$ cat src/rtl/apb_master_ctrl.sv
// APB master: queues read/write commands in a small FIFO and runs them as back-to-back
// SETUP/ACCESS transfers, returning one response per command with timeout/PSLVERR status.
module apb_master_ctrl #(
    parameter int ADDR_W     = 32,
    parameter int DATA_W     = 8,
    parameter int FIFO_DEPTH = 4,
    parameter int TIMEOUT    = 16
) (
    input  logic              pclk,
    input  logic              preset_n,
    input  logic              cmd_valid,
    output logic              cmd_ready,
    input  logic              cmd_write,
    input  logic [ADDR_W-1:0] cmd_addr,
    input  logic [DATA_W-1:0] cmd_wdata,
    output logic              rsp_valid,
    output logic              rsp_write,
    output logic [DATA_W-1:0] rsp_rdata,
    output logic              rsp_err,
    output logic              rsp_timeout,
    output logic              busy_o,
    output logic              psel_o,
    output logic              penable_o,
    output logic              pwrite_o,
    output logic [ADDR_W-1:0] paddr_o,
    output logic [DATA_W-1:0] pwdata_o,
    input  logic [DATA_W-1:0] prdata_i,
    input  logic              pready_i,
    input  logic              pslverr_i
);
    localparam int PTR_W  = (FIFO_DEPTH > 1) ? $clog2(FIFO_DEPTH) : 1;
    localparam int CNT_W  = $clog2(FIFO_DEPTH) + 1;
    localparam int WAIT_W = $clog2(TIMEOUT + 1);

    typedef struct packed {
        logic              write;
        logic [ADDR_W-1:0] addr;
        logic [DATA_W-1:0] wdata;
    } cmd_t;

    typedef enum logic [1:0] {IDLE, SETUP, ACCESS} state_t;

    cmd_t              fifo_mem [FIFO_DEPTH];
    logic [PTR_W-1:0]  wr_ptr, rd_ptr;
    logic [CNT_W-1:0]  count;
    state_t            state;
    logic [WAIT_W-1:0] wait_cnt;

    logic push, pop, fifo_nempty, xfer_ok, xfer_to, xfer_end;
    cmd_t head;

    // Readiness comes from the registered occupancy only, so a pop on a full FIFO
    // does not let a push through on the same edge.
    assign cmd_ready   = (count != CNT_W'(FIFO_DEPTH));
    assign fifo_nempty = (count != '0);
    assign push        = cmd_valid && cmd_ready;
    assign xfer_ok     = (state == ACCESS) && pready_i;
    assign xfer_to     = (state == ACCESS) && !pready_i && (wait_cnt == WAIT_W'(TIMEOUT));
    assign xfer_end    = xfer_ok || xfer_to;
    assign pop         = fifo_nempty && ((state == IDLE) || xfer_end);
    assign head        = fifo_mem[rd_ptr];
    assign busy_o      = fifo_nempty || (state != IDLE);

    always_ff @(posedge pclk) begin
        if (push) fifo_mem[wr_ptr] <= '{write: cmd_write, addr: cmd_addr, wdata: cmd_wdata};
    end

    always_ff @(posedge pclk) begin
        if (!preset_n) begin
            wr_ptr <= '0;
            rd_ptr <= '0;
            count  <= '0;
        end else begin
            if (push) wr_ptr <= wr_ptr + 1'b1;
            if (pop)  rd_ptr <= rd_ptr + 1'b1;
            count <= count + CNT_W'(push) - CNT_W'(pop);
        end
    end

    always_ff @(posedge pclk) begin
        if (!preset_n) begin
            state       <= IDLE;
            wait_cnt    <= '0;
            psel_o      <= 1'b0;
            penable_o   <= 1'b0;
            pwrite_o    <= 1'b0;
            paddr_o     <= '0;
            pwdata_o    <= '0;
            rsp_valid   <= 1'b0;
            rsp_write   <= 1'b0;
            rsp_rdata   <= '0;
            rsp_err     <= 1'b0;
            rsp_timeout <= 1'b0;
        end else begin
            rsp_valid <= xfer_end;
            if (xfer_end) begin
                rsp_write   <= pwrite_o;
                rsp_err     <= xfer_to ? 1'b1 : pslverr_i;
                rsp_timeout <= xfer_to;
                rsp_rdata   <= (pwrite_o || xfer_to) ? '0 : prdata_i;
            end
            // Address phase fields change only when a new command is taken.
            if (pop) begin
                pwrite_o <= head.write;
                paddr_o  <= head.addr;
                pwdata_o <= head.wdata;
            end
            case (state)
                IDLE: begin
                    if (fifo_nempty) begin
                        state     <= SETUP;
                        psel_o    <= 1'b1;
                        penable_o <= 1'b0;
                        wait_cnt  <= '0;
                    end
                end
                SETUP: begin
                    state     <= ACCESS;
                    penable_o <= 1'b1;
                end
                ACCESS: begin
                    if (xfer_end) begin
                        penable_o <= 1'b0;
                        if (fifo_nempty) begin
                            state    <= SETUP;
                            wait_cnt <= '0;
                        end else begin
                            state  <= IDLE;
                            psel_o <= 1'b0;
                        end
                    end else begin
                        wait_cnt <= wait_cnt + 1'b1;
                    end
                end
                default: begin
                    state     <= IDLE;
                    psel_o    <= 1'b0;
                    penable_o <= 1'b0;
                end
            endcase
        end
    end
endmodule

$ cat config.mk
export PLATFORM = sky130hd
export DESIGN_NAME = apb_master_ctrl
export DESIGN_NICKNAME = d
export VERILOG_FILES = /design/src/rtl/apb_master_ctrl.sv
export SDC_FILE = /design/constraint.sdc
export NUM_CORES = 1
export LEC_CHECK = 0
export BUFFER_PORTS_ARGS = -buffer_cell sky130_fd_sc_hd__buf_2
export CAP_MARGIN = 0
export CORE_MARGIN = 1.5
export CORE_UTILIZATION = 50
export DETAILED_ROUTE_END_ITERATION = 8
export GPL_TIMING_DRIVEN = 0
export PLACE_DENSITY_LB_ADDON = 0.1
export SLEW_MARGIN = 30
export SYNTH_ARGS = -nofsm -noshare
export SYNTH_HDL_FRONTEND = slang
export SYNTH_SLANG_ARGS = --single-unit
$ cat constraint.sdc
create_clock -name pclk -period 3.65 [get_ports pclk]
set_input_delay 0.365 -clock pclk [delete_from_list [all_inputs] [get_ports pclk]]
set_output_delay 0.365 -clock pclk [all_outputs]
set_load 0.01 [all_outputs]
; ---- After elaboration in Yosys (flattened, before gate mapping)
; Memories as Yosys holds them, arrays and structs flattened. A register that Yosys moved wholly into a read port is not among the register bits.
; Cells that the tools add are included.
[op_classes]
reduce_logical = 17
n_eq_ne = 7
n_bitwise = 1
n_mux = 18
add_sub_neg = 5
[op_table]
columns = op, n
row1 = two-way mux 5 bit, 2
row2 = case mux 5 bit (2 select lines), 1
row3 = two-way mux 1 bit, 9
row4 = two-way mux 8 bit, 1
row5 = "!= test 2 bit, second input constant", 3
row6 = case mux 1 bit (3 select lines), 2
row7 = case mux 2 bit (3 select lines), 1
row8 = "adder 5 x 1 -> 5 bit, second input constant", 1
row9 = "equality test 5 bit, second input constant", 1
row10 = logical AND 1 bit, 5
row11 = "adder 2 x 1 -> 2 bit, second input constant", 2
row12 = logical OR 1 bit, 4
row13 = two-way mux 2 bit, 2
row14 = AND reduction 4 bit, 1
row15 = nonzero test 2 bit, 2
row16 = adder 3 x 1 -> 3 bit, 1
row17 = "!= test 3 bit, second input constant", 1
row18 = nonzero test 3 bit, 1
row19 = subtractor 3 x 1 -> 3 bit, 1
row20 = "equality test 2 x 1 -> 1 bit, second input constant", 1
row21 = "equality test 2 bit, second input constant", 1
row22 = zero test 1 bit, 2
row23 = zero test 2 bit, 1
row24 = AND reduction 2 bit, 1
row25 = NOT 1 bit, 1
[word_totals]
mem_count = 1
word_cells = 61
ff_bits = 28
mem_bits_rw = 164
in_bits = 54
output_inout_bits = 57
[memory_table]
columns = name, words, width, read_ports, rd_clocked_by_memory_dff, wr, line_no
row1 = fifo_mem, 4, 41, 1, 1, 1, 43  ; cmd_t fifo_mem [FIFO_DEPTH];

; ---- Depth between registers and ports, before layout
; Gate-level depths: netlist of run 1.
[logic_depth]
ltp_word = 7
ltp_mapped = 12
depth_no_buf = 11

; ---- Worst setup path after synthesis of run 1
; Ideal clock, no wire load.
[synth_timing]
path_kind = reg2reg
start = reg wait_cnt[0]
end = reg count[2]
n_path_buf = 1
slack_ns = 1.069
path_stages_with_launch = 13
synth_period_minus_slack_ns = 2.581
t_arrival_ns = 2.453
required_time_ns = 3.522
setup_ns = 0.128
path_cell_list = dfxtp_1 inv_1 ha_1 and4bb_2 o211ai_4 inv_2 buf_2 ha_1 inv_1 ha_1 fa_1 xnor2_1 nor2_1
[synth_via]
elab_chain_cells = 6
[synth_lines]
columns = item, line_no
row1 = from (decl), 47  ; logic [WAIT_W-1:0] wait_cnt;
row2 = from (signal assigned), 132  ; wait_cnt <= wait_cnt + 1'b1;
row3 = equality test 5 bit, 58  ; assign xfer_to = (state == ACCESS) && !pready_i && (wait_cnt == WAIT_W'(TIMEOUT));
row4 = logical AND 1 bit, 58
row5 = logical OR 1 bit, 59  ; assign xfer_end = xfer_ok || xfer_to;
row6 = logical OR 1 bit, 60  ; assign pop = fifo_nempty && ((state == IDLE) || xfer_end);
row7 = logical AND 1 bit, 60
row8 = via pop, 49  ; logic push, pop, fifo_nempty, xfer_ok, xfer_to, xfer_end;
row9 = subtractor 3 x 1 -> 3 bit, 76  ; count <= count + CNT_W'(push) - CNT_W'(pop);
row10 = to (signal assigned), 76
row11 = to (decl), 45  ; logic [CNT_W-1:0] count;
; The timed path passes the listed nets, and every way through them passes these cells.
; A chain may end at the register's enable or synchronous reset.

; ---- Final worst setup path of run 1
; Ends and elaborated chain as after synthesis.

==> results of run 1 <==
-- metrics by stage --
stage | hold slack (ns) | total power, W
final | 0.0669 | 0.00810
after global routing | 0.0608 | 0.00851
after CTS | 0.0551 | 0.00820
after detailed placement | 0.442 | 0.00573
after global placement | 0.434 | 0.00562
after floorplan | 0.464 | 0.00494
-- final timing paths --
| kind | from | end | slack, ns | depth (start not counted) |
|---|---|---|---|---|
| setup / recovery | wait_cnt[0] | count[2] | 0.67 | 12 |
| setup reg to reg | wait_cnt[0] | count[2] | 0.67 | 12 |
| hold / removal | cmd_addr[29] | fifo_mem[0][37] | 0.07 | 1 |
| hold reg to reg | rsp_err | rsp_err | 0.45 | 2 |
-- metal layers --
layer	GRT usage [%]	up-vias	share of wire, %
met5	0	-	0.059
met4	5.79	2	2.7
met3	3.93	36	7.0
met2	32.3	157	49
met1	25.5	2403	41
li1	-	2310	-
-- registers in the layout (all words and copies together) (netlist names), 2 cells and up --
register	cells
pwdata_o	8
wr_ptr	2
wait_cnt	5
rsp_rdata	8
rd_ptr	2
count	3
paddr_o	32
fifo_mem	164
-- kinds of logic (layout without fill, tap and decap cells) --
kind of cell,count (synthesis),after routing,synth area share (%)
flip-flops,232,232,73.2
adder cells (fa/ha/maj),9,9,1.40
XOR/XNOR,3,3,0.306
multiplexers,42,42,10.9
AO/OA/AOI/OAI,75,75,5.10
buffers and inverters,41,198,2.11
AND/OR/NAND/NOR,139,139,7.04
other,0,2,0
-- layout by cell type (no fill, tap or decap), types with 3 or more instances in the layout --
cell | netlist | final
a21oi_1 | 51 | 51
a22oi_1 | 8 | 8
and2_1 | 3 | 3
and3_4 | 0 | 4
buf_2 | 10 | 119
buf_4 | 4 | 4
bufinv_16 | 0 | 3
clkbuf_1 | 14 | 21
clkbuf_16 | 0 | 25
clkinv_2 | 0 | 3
clkinvlp_4 | 0 | 3
dfxtp_1 | 68 | 68
edfxtp_1 | 164 | 164
ha_1 | 8 | 8
inv_1 | 11 | 11
mux4_2 | 41 | 41
nand2_1 | 92 | 92
nand2b_1 | 4 | 4
nor2_1 | 19 | 19
nor3_1 | 3 | 3
o21ai_0 | 4 | 4
xnor2_1 | 3 | 3
-- worst max-delay path, cell delays in order, from the launching register on --
cell      delay, ns
dfxtp_1        0.35
inv_1          0.08
ha_1           0.23
and4bb_2       0.32
o211ai_4       0.38
inv_2          0.14
buf_2          0.24
ha_1           0.30
inv_1          0.04
ha_1           0.18
fa_1           0.38
xnor2_1        0.16
nor2_1         0.05
-- power groups by stage --
stage / combinational [W] / clock, W / sequential (W)
final: 0.00216 / 0.00248 / 0.00346
after global placement: 0.00212 / 0 / 0.00351
after CTS: 0.00221 / 0.00252 / 0.00347
after floorplan: 0.00136 / 0 / 0.00358
after global routing: 0.00239 / 0.00262 / 0.00350
after detailed placement: 0.00221 / 0 / 0.00352
-- final cells by class --
| cell class | instances | area [µm²] |
|---|---|---|
| plain buffers | 28 | 133 |
| diodes | 2 | 5.00 |
| multi-input cells | 268 | 2140 |
| clock inverters | 10 | 136 |
| fillers | 1279 | 6350 |
| clock buffers | 34 | 679 |
| flip-flops and latches | 232 | 6290 |
| inverters | 13 | 48.8 |
| repair buffers | 113 | 641 |
| well taps | 220 | 275 |
==> impl_metrics.yaml, run 1 <==
outcome:
  status: "finished clean"
timing:
  relSlewSlack_pct: 52.4
  worst_pin_slew_ns: 0.713
  fin_crit_sh_pct: 81.6
  clock_skew_ns: 0.00976
  period_minus_slack_ns: 2.98
  hold_viol_final: 0
  finalMaxSlewViolations: 0
  fmax_mhz: 336
  fin_ws_ns: 0.672
  rsz0062_at_grt: "false"
  finalSetupViolCount: 0
  tns_ns: 0
synthesis:
  netlist_area_um2: 8590
  async_reset_ff_share_pct: 0
  synth.ff_latch_count: 232
  syn_inst: 541
  synth_common_cells: "164 x edfxtp_1, 92 x nand2_1, 68 x dfxtp_1"
  synth_edf_count: 164
  synth.most_common_cell: "edfxtp_1"
  avgSynthCellArea_um2: 15.9
  synth_top_area_cell: "edfxtp_1"
  netlist.area_leader.share_pct: 57.3
  yosysWarnings: 0
  synth.area.top_cells: "edfxtp_1 57%, dfxtp_1 16%, mux4_2 11%, nand2_1 4.0%, a21oi_1 3.0%"
  yosysSeqAreaShare_pct: 73.2
  synth_fp_nets: 604
  synth_cell_types: 40
  synth-main-ff-cell: "edfxtp_1"
clocking:
  ctsHoldBuffers: 0
  numCtsBuffers: 24
  cts-resized-gates: 0
  cts_tree: "built"
  cts_sinks: 232
  postCtsSetupRepairBufs: 0
  cts_root_buf: "clkbuf_16"
  clkLatencyLatePin_ns: 0.51
  clk_path_buf_depth: 3
  cts.clk_slew.worst_paths_ns: 0.06
  htree_num_levels: 1
worst_hold_path:
  hp-class: "input port to register"
detailed_routing:
  vias: 4908
  post_drt_via_cell_ratio: 5.33
  wirelength_mm: 17.0
  antenna_left: 0
  dr.pass1.iters: 5
  route.detailed.drc: 0
  drt_iter0_drc: 248
  routedWlPerCell_um: 18.5
global_route:
  grt_overflow: 0
  grt_start_max_net_pins: 38
  grt_pass1_vias: 4941
  grt_pass1_wl_mm: 26.3
  antenna_found_initial: 2
  grtUsageTotal_pct: 19.2
job:
  cap_viol_max_count: 0
placement:
  dpl_cell_area_um2: 9530
  dp.final_hpwl_mm: 10.8
  io_buffers: 109
  dp_slack_ns: 0.674
  gp_congestion: 0.792
  dp.cells: 874
floorplan:
  pin_count: 111
  die_x_um: 134
  core.rowCount: 47
  start_util_pct: 51.4
  die_area_um2: 18000
  core_um2: 16700
  dieHeight_um: 134
setup_path:
  start_kind: "register"
  cp_data_arrival_time_ns: 3.36
  cp.required_ns: 4.03
  cp_max_fo: 10
  critPathCaptureType: "register"
  worstSetupPathType: "register to register"
layout:
  finalNonFillerCells: 920
  final_area_um2: 10300
  nets: 743
  fin_util_pct: 61.9
  drive_gt1_share_pct: 30.5
  area_growth_pct: 20.5
power:
  pwr-share-comb_pct: 26.7
  p_sw_w: 0.00238
  p_int_w: 0.00572
  ir_drop_mv: 0.451
  power_density_nw_per_um2: 783
  p_sw_share_pct: 29.3
  power_leakage_nw: 3.74
  seqPwrFrac_pct: 42.7
  clockPowerShare_pct: 30.6
Note: power is estimated with default switching activity, not from simulation.
==> inputs of run 2 (changes only) <==
- clock period: 3.65 -> 2.5 ns (I/O delays scaled with it)
==> impl_metrics.yaml, run 2 (synthesis results as in run 1) <==
detailed_routing:
  wirelength_mm: 17.2
  routedWlPerCell_um: 17.8
  route.detailed.drc: 0
  post_drt_via_cell_ratio: 5.26
  antenna_left: 0
  vias: 5087
  drt_iter0_drc: 273
  dr.pass1.iters: 4
clocking:
  cts.clk_slew.worst_paths_ns: 0.06
  numCtsBuffers: 24
  cts_tree: "built"
  cts_root_buf: "clkbuf_16"
  clk_path_buf_depth: 3
  htree_num_levels: 1
  clkLatencyLatePin_ns: 0.51
  cts_sinks: 232
layout:
  reg.largest.list: "fifo_mem x164, paddr_o x32"
  final_area_um2: 10800
  fin_util_pct: 64.7
  largest_reg_flops: 164
  area_growth_pct: 25.8
  nets: 793
  regMostFlops: "fifo_mem"
  drive_gt1_share_pct: 29.1
  layout_common_cells: "164 x edfxtp_1, 118 x buf_2, 92 x nand2_1"
  final_common_cell: "edfxtp_1"
  diodes: 0
  fillers: 1245
floorplan:
  start_util_pct: 51.4
  die_x_um: 134
  dieHeight_um: 134
  pin_count: 111
  core.rowCount: 47
  core_um2: 16700
  die_area_um2: 18000
timing:
  fin_crit_sh_pct: 94.0
  relSlewSlack_pct: 52.7
  fmax_mhz: 425
  rsz0062_at_grt: "false"
  clock_skew_ns: 0.0137
  hold_viol_final: 0
  holdWs_ns: 0.0353
  finalSetupViolCount: 0
  worst_pin_slew_ns: 0.709
  tns_ns: 0
  period_minus_slack_ns: 2.35
  finalMaxSlewViolations: 0
setup_path:
  r2r-end: "count[2]"
  path_buf_inv: 3
  critPathCaptureType: "register"
  worstSetupPathType: "register to register"
  r2r_cells: 11
  crit_path_top_delay_cell: "fa_2"
  cp_data_arrival_time_ns: 2.73
  cp.required_ns: 2.88
  rrSetupSlack_ns: 0.15
  crit_chain: "inv_1, ha_2, and4bb_4, o211ai_4, inv_4, ha_1, inv_1, ha_1, fa_2, xnor2_2, nor2_1"
  cp_max_fo: 11
  critPathMaxStageDelay_ns: 0.36
  start_kind: "register"
  rr_startpoint: "wait_cnt[0]"
  crit_family: "adder cells"
global_route:
  antenna_found_initial: 0
  grt_pass1_vias: 5095
  met2_usage_pct: 33.4
  use_met3_pct: 3.17
  grt_start_max_net_pins: 31
  grt_pass1_wl_mm: 27.0
  grt_use_met1_pct: 26.3
  grtUsageTotal_pct: 19.5
  grt_overflow: 0
  grt-busiest-layer: "met2"
worst_hold_path:
  hold_end: "wait_cnt[2]"
  whs_path_depth: 3
  hp-class: "input port to register"
  hold_start: "preset_n"
outcome:
  status: "finished clean"
placement:
  gp_congestion: 0.757
  io_buffers: 109
  dpl_cell_area_um2: 9520
  dp.final_hpwl_mm: 10.7
power:
  power_density_nw_per_um2: 1090
  power_leakage_nw: 3.95
  total_power_w: 0.0118
  ir_drop_mv: 0.587
job:
  cap_viol_max_count: 0
run 2: routing by layer:
metal	routed length, µm	share of wire [%]
met2	8550	50
met4	291	1.7
met1	7540	44
met3	860	5.0
met5	0	0
run 2: metrics by stage:
stage / std cells / worst slack [ns]
after floorplan: 541 / 0.0236
after global placement: 870 / -0.390
after detailed placement: 874 / -0.357
after CTS: 970 / 0.0354
after global routing: 968 / 0.0427
final: 968 / 0.149
run 2: where the power goes:
part | switching, W | internal (W)
Combinational | 0.00183 | 0.00145
Clock | 0.00137 | 0.00207
Sequential | 0.000274 | 0.00478
run 2: worst max path at each step:
stage	depth (start not counted)	start	end
detailed placement	12	wait_cnt[0]	count[2]
global placement	2	count[1]	fifo_mem[2][8]
global route	10	wait_cnt[0]	count[1]
floorplan	11	wait_cnt[0]	count[1]
finish	11	wait_cnt[0]	count[2]
CTS	12	wait_cnt[0]	count[2]
run 2: repair_timing:
action / in CTS / in global routing
cloned: 0 / 0
resized for setup: 5 / 1
hold buffers: 49 / 0
endpoints found under the setup margin: 2 / 2
endpoints found under the hold margin: 172 / 0
pin swaps: 2 / 3
buffers inserted: 3 / 0
run 2: area by class of cell:
class                           count  area (µm²)  share of cell area, %
Multi-Input combinational cell    268        2160                   20.0
Timing Repair Buffer              165        1140                   10.5
Clock buffer                       39         723                   6.69
Inverter                           13        51.3                  0.475
Buffer                             26         124                   1.15
Tap cell                          220         275                   2.55
Clock inverter                      5        48.8                  0.451
Sequential cell                   232        6290                   58.2
run 2: worst register-to-register path: stages, from the launching register on:
cell,delay (ns)
dfxtp_2,0.33
inv_1,0.07
ha_2,0.19
and4bb_4,0.22
o211ai_4,0.21
inv_4,0.12
ha_1,0.30
inv_1,0.04
ha_1,0.19
fa_2,0.36
xnor2_2,0.14
nor2_1,0.06
==> inputs of run 3 (changes only) <==
- GPL_TIMING_DRIVEN: 0 -> default
==> impl_metrics.yaml, run 3 (synthesis results as in run 1) <==
layout:
  regMostFlops: "fifo_mem"
  largest_reg_flops: 164
  drive_gt1_share_pct: 28.4
  final_common_cell: "edfxtp_1"
  layout_common_cells: "164 x edfxtp_1, 110 x buf_2, 92 x nand2_1"
  nets: 770
  diodes: 0
  area_growth_pct: 24.0
  final_area_um2: 10700
  reg.largest.list: "fifo_mem x164, paddr_o x32"
  fin_util_pct: 63.8
clocking:
  htree_num_levels: 1
  postCtsSetupRepairBufs: 0
  clk_path_buf_depth: 3
  numCtsBuffers: 23
  cts_tree: "built"
  cts.clk_slew.worst_paths_ns: 0.06
  cts_root_buf: "clkbuf_16"
  clkLatencyLatePin_ns: 0.50
  cts_sinks: 232
detailed_routing:
  route.detailed.drc: 0
  dr.pass1.iters: 8
  post_drt_via_cell_ratio: 5.34
  routedWlPerCell_um: 18.0
  antenna_left: 0
  vias: 5036
  wirelength_mm: 17.0
  drt_iter0_drc: 277
timing:
  finalSetupViolCount: 0
  rsz0062_at_grt: "false"
  fin_crit_sh_pct: 91.1
  relSlewSlack_pct: 57.7
  fmax_mhz: 439
  worst_pin_slew_ns: 0.635
  finalMaxSlewViolations: 0
  period_minus_slack_ns: 2.28
  fin_ws_ns: 0.223
  tns_ns: 0
  clock_skew_ns: 0.0121
  hold_viol_final: 0
power:
  power_density_nw_per_um2: 1070
  total_power_w: 0.0114
  power_leakage_nw: 3.87
  ir_drop_mv: 0.576
global_route:
  grt_overflow: 0
  grt_pass1_wl_mm: 26.7
  grtUsageTotal_pct: 19.2
  grt_start_max_net_pins: 46
  antenna_found_initial: 0
  grt_pass1_vias: 5039
placement:
  dp.final_hpwl_mm: 9.74
  dpl_cell_area_um2: 9470
  io_buffers: 110
  gp_congestion: 0.826
  dp_slack_ns: 0.171
floorplan:
  die_x_um: 134
  core_um2: 16700
  pin_count: 111
  core.rowCount: 47
  start_util_pct: 51.4
  dieHeight_um: 134
  die_area_um2: 18000
outcome:
  status: "finished clean"
setup_path:
  r2r_cells: 11
  critPathMaxStageDelay_ns: 0.37
  critPathCaptureType: "register"
  worstSetupPathType: "register to register"
  crit_chain: "inv_1, ha_2, and4bb_4, o211ai_4, inv_2, ha_1, inv_1, ha_1, fa_1, xnor2_1, nor2_1"
  crit_family: "adder cells"
  path_buf_inv: 3
  cp.depth: 11
  crit_path_top_delay_cell: "fa_1"
  cp.required_ns: 2.88
  cp_data_arrival_time_ns: 2.66
  cp_max_fo: 6
  start_kind: "register"
worst_hold_path:
  hp-class: "input port to register"
  whs_path_depth: 3
job:
  cap_viol_max_count: 0
[run 3: changes by cell type in the layout (fill, tap and decap cells not counted), moves of 2 or more]
cell	before	now
and3_2	0	4
buf_2	118	110
clkbuf_16	25	23
buf_12	4	7
buf_4	7	4
and3_4	4	0
inv_2	0	2
clkbuf_1	21	7
[run 3: metrics by stage]
step	std cells	hold slack, ns
floorplan	541	0.349
global placement	854	0.428
detailed placement	854	0.436
CTS	943	0.0111
global route	943	0.0655
finish	943	0.0390
[run 3: worst reg2reg max path, stage by stage, from the launching register on]
cell and delay [ns]:
dfxtp_1 0.35, inv_1 0.08, ha_2 0.20, and4bb_4 0.24, o211ai_4 0.17, inv_2 0.05, ha_1 0.27, inv_1 0.04
ha_1 0.18, fa_1 0.37, xnor2_1 0.16, nor2_1 0.05
[run 3: layout make-up]
class	instances	area (µm²)
flip-flops and latches	232	6290
fillers	1273	6050
multi-input cells	268	2130
repair buffers	169	1200
clock buffers	35	671
well taps	220	275
inverters	13	48.8
clock inverters	6	30.0
[run 3: repair_timing]
item,4_1_cts,5_1_grt
endpoints found under the setup margin,0,1
hold buffers,48,0
gates resized for setup,0,1
hold endpoints to repair,171,0
[run 3: metal layers]
metal / global-route usage (%) / vias to the layer above / part of all wire (%)
met4: 5.62 / 0 / 1.8
met2: 32.6 / 134 / 50
met5: 0 / - / 0
li1: - / 2367 / -
met3: 2.72 / 25 / 4.6
met1: 26.2 / 2510 / 44
[run 3: report_power, final]
part,total (W),internal [W],leakage [nW],switching (W)
clock,0.00316,0.00184,0.345,0.00132
sequential,0.00517,0.00479,2.06,0.000377
combinational,0.00304,0.00136,1.46,0.00167
[run 3: final timing paths]
path / startpoint / to / slack, ns
max: wait_cnt[0] / count[2] / 0.22
min: prdata_i[1] / rsp_rdata[1] / 0.04
max reg2reg: wait_cnt[0] / count[2] / 0.22
min reg2reg: rsp_err / rsp_err / 0.44
